**src/rtl/seq_multiplier.sv**
```systemverilog
// Iterative shift-add multiplier for the HI/LO unit: one partial product per cycle,
// signed (MULT) or unsigned (MULTU), full 2*WIDTH-bit result written to HI/LO on completion.
module seq_multiplier #(
  parameter int WIDTH = 32,
  parameter int CNT_W = $clog2(WIDTH) + 1
) (
  input  logic             clk,
  input  logic             MultReset,
  input  logic             MultStart,
  input  logic             MultSigned,
  input  logic [WIDTH-1:0] fatorA,
  input  logic [WIDTH-1:0] fatorB,
  output logic [WIDTH-1:0] HI,
  output logic [WIDTH-1:0] LO,
  output logic             MultBusy,
  output logic             MultDone
);

  localparam int W2 = 2 * WIDTH;
  localparam logic [CNT_W-1:0] LAST_ITER = CNT_W'(WIDTH - 1);

  typedef enum logic [1:0] {
    IDLE = 2'd0,
    RUN  = 2'd1,
    DONE = 2'd2
  } state_t;

  state_t           state_q,  state_d;
  logic [CNT_W-1:0] cnt_q,    cnt_d;
  logic [W2-1:0]    acc_q,    acc_d;
  logic [W2-1:0]    mcand_q,  mcand_d;
  logic [WIDTH-1:0] mplier_q, mplier_d;
  logic             signed_q, signed_d;
  logic [WIDTH-1:0] hi_q,     hi_d;
  logic [WIDTH-1:0] lo_q,     lo_d;
  logic             busy_q,   busy_d;
  logic             done_q,   done_d;

  logic [W2-1:0]    partial;
  logic [W2-1:0]    accNext;
  logic             startLoad;

  // The multiplicand is pre-extended to 2*WIDTH bits so that every partial product is already
  // correctly signed. In signed mode the multiplier's MSB carries weight -2^(WIDTH-1), so the
  // final partial product is subtracted instead of added; this keeps min*min exact.
  always_comb begin
    partial   = mplier_q[0] ? mcand_q : '0;
    accNext   = (signed_q && (cnt_q == LAST_ITER)) ? (acc_q - partial) : (acc_q + partial);
    startLoad = MultStart && (state_q != RUN);
  end

  always_ff @(posedge clk) begin
    if (MultReset) begin
      state_q  <= IDLE;
      cnt_q    <= '0;
      acc_q    <= '0;
      mcand_q  <= '0;
      mplier_q <= '0;
      signed_q <= 1'b0;
      hi_q     <= '0;
      lo_q     <= '0;
      busy_q   <= 1'b0;
      done_q   <= 1'b0;
    end else begin
      state_q  <= state_d;
      cnt_q    <= cnt_d;
      acc_q    <= acc_d;
      mcand_q  <= mcand_d;
      mplier_q <= mplier_d;
      signed_q <= signed_d;
      hi_q     <= hi_d;
      lo_q     <= lo_d;
      busy_q   <= busy_d;
      done_q   <= done_d;
    end
  end

  // HI/LO are loaded from the final sum on the same edge that enters DONE, so they jump
  // straight from the previous product to the new one and never expose partial sums.
  always_comb begin
    state_d  = state_q;
    cnt_d    = cnt_q;
    acc_d    = acc_q;
    mcand_d  = mcand_q;
    mplier_d = mplier_q;
    signed_d = signed_q;
    hi_d     = hi_q;
    lo_d     = lo_q;
    done_d   = 1'b0;

    case (state_q)
      RUN: begin
        acc_d    = accNext;
        mcand_d  = {mcand_q[W2-2:0], 1'b0};
        mplier_d = {1'b0, mplier_q[WIDTH-1:1]};
        cnt_d    = cnt_q + CNT_W'(1);
        if (cnt_q == LAST_ITER) begin
          hi_d    = accNext[W2-1:WIDTH];
          lo_d    = accNext[WIDTH-1:0];
          done_d  = 1'b1;
          state_d = DONE;
        end
      end
      DONE: begin
        state_d = IDLE;
      end
      default: begin
        state_d = IDLE;
      end
    endcase

    // IDLE and DONE accept a new operation identically, which gives back-to-back issue.
    if (startLoad) begin
      mcand_d  = MultSigned ? {{WIDTH{fatorA[WIDTH-1]}}, fatorA} : {{WIDTH{1'b0}}, fatorA};
      mplier_d = fatorB;
      signed_d = MultSigned;
      acc_d    = '0;
      cnt_d    = '0;
      state_d  = RUN;
    end

    busy_d = (state_d == RUN);
  end

  assign HI       = hi_q;
  assign LO       = lo_q;
  assign MultBusy = busy_q;
  assign MultDone = done_q;

endmodule

```
**config.mk**
```make
export PLATFORM = sky130hd
export DESIGN_NAME = seq_multiplier
export DESIGN_NICKNAME = d
export VERILOG_FILES = /design/src/rtl/seq_multiplier.sv
export SDC_FILE = /design/constraint.sdc
export NUM_CORES = 1
export LEC_CHECK = 0
export BUFFER_PORTS_ARGS = -buffer_cell sky130_fd_sc_hd__buf_2
export CAP_MARGIN = 0
export CORE_ASPECT_RATIO = 1.2
export CORE_MARGIN = 3
export CORE_UTILIZATION = 61
export DETAILED_ROUTE_END_ITERATION = 8
export GPL_ROUTABILITY_DRIVEN = 0
export PLACE_DENSITY = 0.82
export RECOVER_POWER = 25
export SYNTH_ARGS = -nofsm -noshare
export SYNTH_HDL_FRONTEND = slang
export SYNTH_SLANG_ARGS = --single-unit
```
**constraint.sdc**
```tcl
create_clock -name clk -period 6.98 [get_ports clk]
set_clock_uncertainty 0.2 [all_clocks]
set_input_delay 1.047 -clock clk [delete_from_list [all_inputs] [get_ports clk]]
set_output_delay 1.047 -clock clk [all_outputs]
set_load 0.03 [all_outputs]
```
After elaboration in Yosys (flattened, before gate mapping)
Cells that the tools add are included.
{"block": "classes", "n_mux": 11, "n_addsub": 3, "n_reduce_logical": 6, "bitwise_logic": 1, "n_eq_ne": 4}
{"cell": "64-bit two-way mux", "count": 5}
{"cell": "64-bit adder", "count": 1}
{"cell": "32-bit two-way mux", "count": 2}
{"cell": "64-bit subtractor", "count": 1}
{"cell": "6-bit by 1-bit adder with 6-bit output, second input constant", "count": 1}
{"cell": "6-bit by 5-bit equality test with 1-bit output, second input constant", "count": 1}
{"cell": "2-bit two-way mux", "count": 3}
{"cell": "2-bit by 1-bit equality test with 1-bit output, second input constant", "count": 2}
{"cell": "2-bit OR reduction", "count": 2}
{"cell": "1-bit logical AND", "count": 2}
{"cell": "2-bit by 1-bit != test with 1-bit output, second input constant", "count": 1}
{"cell": "2-bit AND reduction", "count": 1}
{"cell": "2-bit nonzero test", "count": 1}
{"cell": "1-bit two-way mux", "count": 1}
{"cell": "1-bit inverter", "count": 1}
{"block": "word_totals", "elab_cells": 35, "out_inout_bits": 66, "ff_bits": 235, "input_bits": 68}

Depth between registers and ports, before layout
{"block": "depth", "ltp_word": 5, "mapped_depth": 25, "mapped_depth_nobuf": 21}

Least setup slack after synthesis
No wires, ideal clock.
{"block": "synth_path", "kind": "reg2reg", "startpoint": "reg mplier_q[0]", "endpoint": "reg hi_q[25] (netlist: HI[25])", "t_arrival_ns": 5.044, "setup_time_ns": 0.062, "path_slack_ns": 1.673, "stages_incl_launch_ff": 23, "n_path_buf": 6, "path_cell_list": "dfxtp_1 -> buf_1 -> clkbuf_1 -> clkbuf_1 -> clkbuf_1 -> nand2_1 -> ha_1 -> a21oi_1 -> or2_2 -> clkbuf_1 -> nand3_1 -> ha_1 -> clkbuf_1 -> nand2_1 -> o21a_1 -> o21ai_0 -> a31o_2 -> o41ai_2 -> o31ai_1 -> a211o_1 -> a21oi_1 -> or4_1 -> nand3_1"}
{"block": "synth_via", "elab_chain_len": 3, "elab_cells_between_ends": 4, "classes_between": "add/sub: 2; mux: 2"}
{"item": "start: declaration", "line": "32", "rtl": "logic [WIDTH-1:0] mplier_q, mplier_d;"}
{"item": "start signal: assignment", "line": "69", "rtl": "mplier_q <= mplier_d;"}
{"item": "64-bit two-way mux (*)", "line": "47", "rtl": "partial = mplier_q[0] ? mcand_q : '0;"}
{"item": "64-bit adder or 64-bit subtractor (tied branches)", "line": "48", "rtl": "accNext = (signed_q && (cnt_q == LAST_ITER)) ? (acc_q - partial) : (acc_q + partial);"}
{"item": "64-bit two-way mux (*)", "line": "48"}
{"item": "end signal: assignment", "line": "71", "rtl": "hi_q <= hi_d;"}
{"item": "end: declaration", "line": "34", "rtl": "logic [WIDTH-1:0] hi_q, hi_d;"}
Every way passes the cells marked *; elsewhere a longest branch is shown, timed or not.
A chain may end at the register's enable or synchronous reset.

Worst setup path in the final report
{"block": "layout_path", "startpoint": "reg mcand_q[3]", "endpoint": "reg hi_q[24] (netlist: HI[24])"}
{"block": "layout_via", "elab_chain_len": 3, "elab_cells_between_ends": 4, "classes_between": "add/sub: 2; mux: 2"}
{"item": "start: declaration", "line": "31", "rtl": "logic [W2-1:0] mcand_q, mcand_d;"}
{"item": "start signal: assignment", "line": "68", "rtl": "mcand_q <= mcand_d;"}
{"item": "64-bit two-way mux (*)", "line": "47"}
{"item": "64-bit adder or 64-bit subtractor (tied branches)", "line": "48"}
{"item": "64-bit two-way mux (*)", "line": "48"}
Marks and branches as above.

==> impl_metrics.yaml <==
clock_tree:
  path_clk_slew_ns: 0.06
  clk_path_buf_depth: 3
  htree_num_levels: 1
  cts_tree: "yes"
  cts_num_sinks: 235
  clk_latency_ns: 0.54
  cts_buffers: 24
  cts_root_buf: "clkbuf_16"
  cts_resized: 0
  ctsHoldBuffers: 0
  post-cts-setup-buffers: 0
floorplanning:
  core-area_mm2: 0.0234
  die-area_mm2: 0.0259
  num_rows: 61
  pin_count: 134
  die_x_um: 147
  die_h_um: 176
  initial_core_util_pct: 62.5
drt:
  via_count: 14500
  viasPerCell: 6.30
  drt_iter0_markers: 1381
  wl_um: 40700
  m1WireLength_um: 17100
  firstDrtPassIters: 6
  drc: 0
  wl_met3_um: 3610
  wl_met2_um: 18700
  top_layer: "met4"
  wl_per_cell_um: 17.7
  detail-route-antenna-nets: 0
worst_setup_path:
  arrival_ns: 6.22
  path_class: "register to register"
  worstPathMaxFanout: 8
  crit_buf_inv: 1
  crit_chain: "or4_1, or4_1, or2_1, nor4_1, inv_1, o41ai_1, xnor2_1, nand2_1, ha_1, and3_1, nand4_1, nand2_1, o21ai_0, a41o_1, o31a_1, o21ai_1, a21boi_1, or4_1, a31oi_1"
  max_stage_delay_ns: 0.70
  critPathTopFamily: "simple AND/OR/NAND/NOR gates"
  rr_startpoint: "mcand_q[3]$_SDFFE_PP0P_"
  cp_common_cell: "or4_1"
  crit_slowest_cell: "or4_1"
  ff2ff_path_depth: 19
  r2r_end: "HI[24]$_SDFFE_PP0P_"
  regToRegSetupSlack_ns: 0.97
  crit_path_end_kind: "register"
  critPathRequiredTime_ns: 7.19
  startpoint_type: "register"
grt:
  overflow: 0
  grt_pass1_wl_um: 66500
  grtUsageTotal_pct: 30.3
  antenna_found_initial: 0
  grt_max_degree: 115
  grt_pass1_vias: 13600
sta:
  slew_violations: 161
  hold_viol: 0
  setup-violations-final: 0
  period_share_pct: 86.1
  setup-tns-final_ns: 0
  grt_setup_unrepaired: "no"
  timing.fmax_mhz: 166
  hold_slack_ns: 0.253
  slew_headroom_pct: -159
  fin_crit_ns: 6.01
  worstMarginPinSlew_ns: 3.88
synth:
  synth_area_mm2: 0.0146
  synth_top_area_share_pct: 32.1
  yosys-top-cells-count: "nand2_1 (348), dfxtp_1 (235), a21oi_1 (210)"
  syn-instance-count: 1947
  ys_warn_count: 0
  synth_top_area_cell: "dfxtp_1"
  synth-async-reset-ratio_pct: 0
  synth_area_leaders: "dfxtp_1 (32%), nand2_1 (8.9%), a21oi_1 (7.2%)"
  avgSynthCellArea_um2: 7.52
  synth_seq_area_share_pct: 32.1
  yosysMostFrequentCell: "nand2_1"
  ys_types: 73
  synth_nets: 2081
  synth_edf_count: 0
  ys.flop_type: "dfxtp_1"
  ys_seq_elements: 235
place:
  numPortBuffers: 133
  dpl.hpwl_um: 28500
hold_path:
  min_to: "HI[16]$_SDFFE_PP0P_"
  hold_path_class: "register to register"
  hold_start: "HI[16]$_SDFFE_PP0P_"
  min_path_cells: 2
cells_and_area:
  final_util_pct: 68.6
  drive_gt1_share_pct: 7.19
  n_antenna_cell: 0
  regArea_mm2: 0.00471
  fill_cells: 2044
  syn_to_final_growth_pct: 9.70
  nNetsFinal: 2108
  multi_input_area_mm2: 0.00928
power:
  leakage_nw: 6.46
  vdd_drop_max_v: 0.000214
  power_density_mw_per_mm2: 303
outcome:
  violations: "max-capacitance violations, max-slew violations"
  status: "finished with violations"
flow_run:
  maxCapViolations: 2
-- stage by stage --
stage                     cells  instance area, um^2  setup WS, ns  power [mW]
final                      2303                16100         0.969        4.87
after global routing       2303                16100         0.703        5.12
after CTS                  2303                16200          1.19        4.82
after detailed placement   2263                15300          1.23        3.42
after global placement     2263                15300          1.38        3.38
after floorplan            1947                14600          1.67        2.98
-- worst register-to-register path: cells and delay by family (launching register included) --
family / cells / cell delay (ns)
flip-flops: 1 / 0.35
AO/OA/AOI/OAI: 7 / 1.62
AND/OR/NAND/NOR: 9 / 3.01
adder cells (fa/ha/maj): 1 / 0.43
buffers and inverters: 1 / 0.11
XOR/XNOR: 1 / 0.18
-- flip-flops by register name (all words and copies together) (netlist names) --
register	flops
HI	32
LO	32
MultBusy	1
MultDone	1
acc_q	64
cnt_q	6
mcand_q	64
mplier_q	32
signed_q	1
state_q	2
-- metal layers --
| metal | vias up | GRT usage (%) |
|---|---|---|
| met3 | 108 | 4.93 |
| met5 | - | 0 |
| met2 | 673 | 50.0 |
| li1 | 7024 | - |
| met1 | 6705 | 40.1 |
| met4 | 0 | 11.0 |
-- cells in the final DEF (no fill, tap or decap), types with 5 or more instances in the layout --
master / n
o211ai_1: 7
and3_1: 22
a21o_1: 24
a211oi_1: 85
dfxtp_1: 234
bufinv_16: 5
o21bai_1: 15
a21oi_1: 210
nand3_1: 44
xnor2_1: 59
nor2_1: 161
clkbuf_1: 69
inv_1: 33
a22o_1: 11
ha_1: 65
nor4_1: 7
mux2i_1: 66
or3_1: 10
buf_2: 65
o41ai_1: 9
nor3_1: 20
nand4_1: 44
xor2_1: 48
buf_4: 16
nand2_1: 348
a31oi_1: 17
o21a_1: 12
o31ai_1: 16
clkbuf_8: 5
clkbuf_16: 24
nand2b_1: 7
or4_1: 15
o22ai_1: 5
o21ai_0: 108
o21ai_1: 6
-- kinds of logic after synthesis --
logic type	after synthesis	share of synthesized area, %
fa+ha+maj	66	5.69
mux	68	4.66
flops	235	32.1
xor+xnor	107	6.40
buf+inv	181	4.65
compound gates	582	25.1
simple gates	708	21.4
-- how the worst max path moves through the flow --
stage | from | end | slack (ns) | depth (start not counted)
global route | mcand_q[3]$_SDFFE_PP0P_ | HI[24]$_SDFFE_PP0P_ | 0.70 | 19
floorplan | mplier_q[0]$_SDFFE_PP0P_ | HI[25]$_SDFFE_PP0P_ | 1.67 | 22
finish | mcand_q[3]$_SDFFE_PP0P_ | HI[24]$_SDFFE_PP0P_ | 0.97 | 19
CTS | mcand_q[3]$_SDFFE_PP0P_ | HI[24]$_SDFFE_PP0P_ | 1.19 | 19
global placement | mcand_q[3]$_SDFFE_PP0P_ | HI[24]$_SDFFE_PP0P_ | 1.38 | 19
detailed placement | mcand_q[3]$_SDFFE_PP0P_ | HI[24]$_SDFFE_PP0P_ | 1.23 | 19
-- where the power goes --
| group | leakage (nW) | switching [mW] | internal, mW |
|---|---|---|---|
| logic | 4.11 | 1.21 | 0.705 |
| clock network | 0.423 | 0.543 | 0.864 |
| registers | 1.92 | 0.106 | 1.44 |
-- final cells by class --
type / instances / area share, %
inverter: 33 / 0.771
multi-input combinational: 1531 / 57.8
clock inverter: 9 / 1.13
clock buffer: 31 / 4.21
sequential: 235 / 29.3
tap: 315 / 2.45
timing repair buffer: 149 / 4.37
Note: power is estimated with default switching activity, not from simulation.
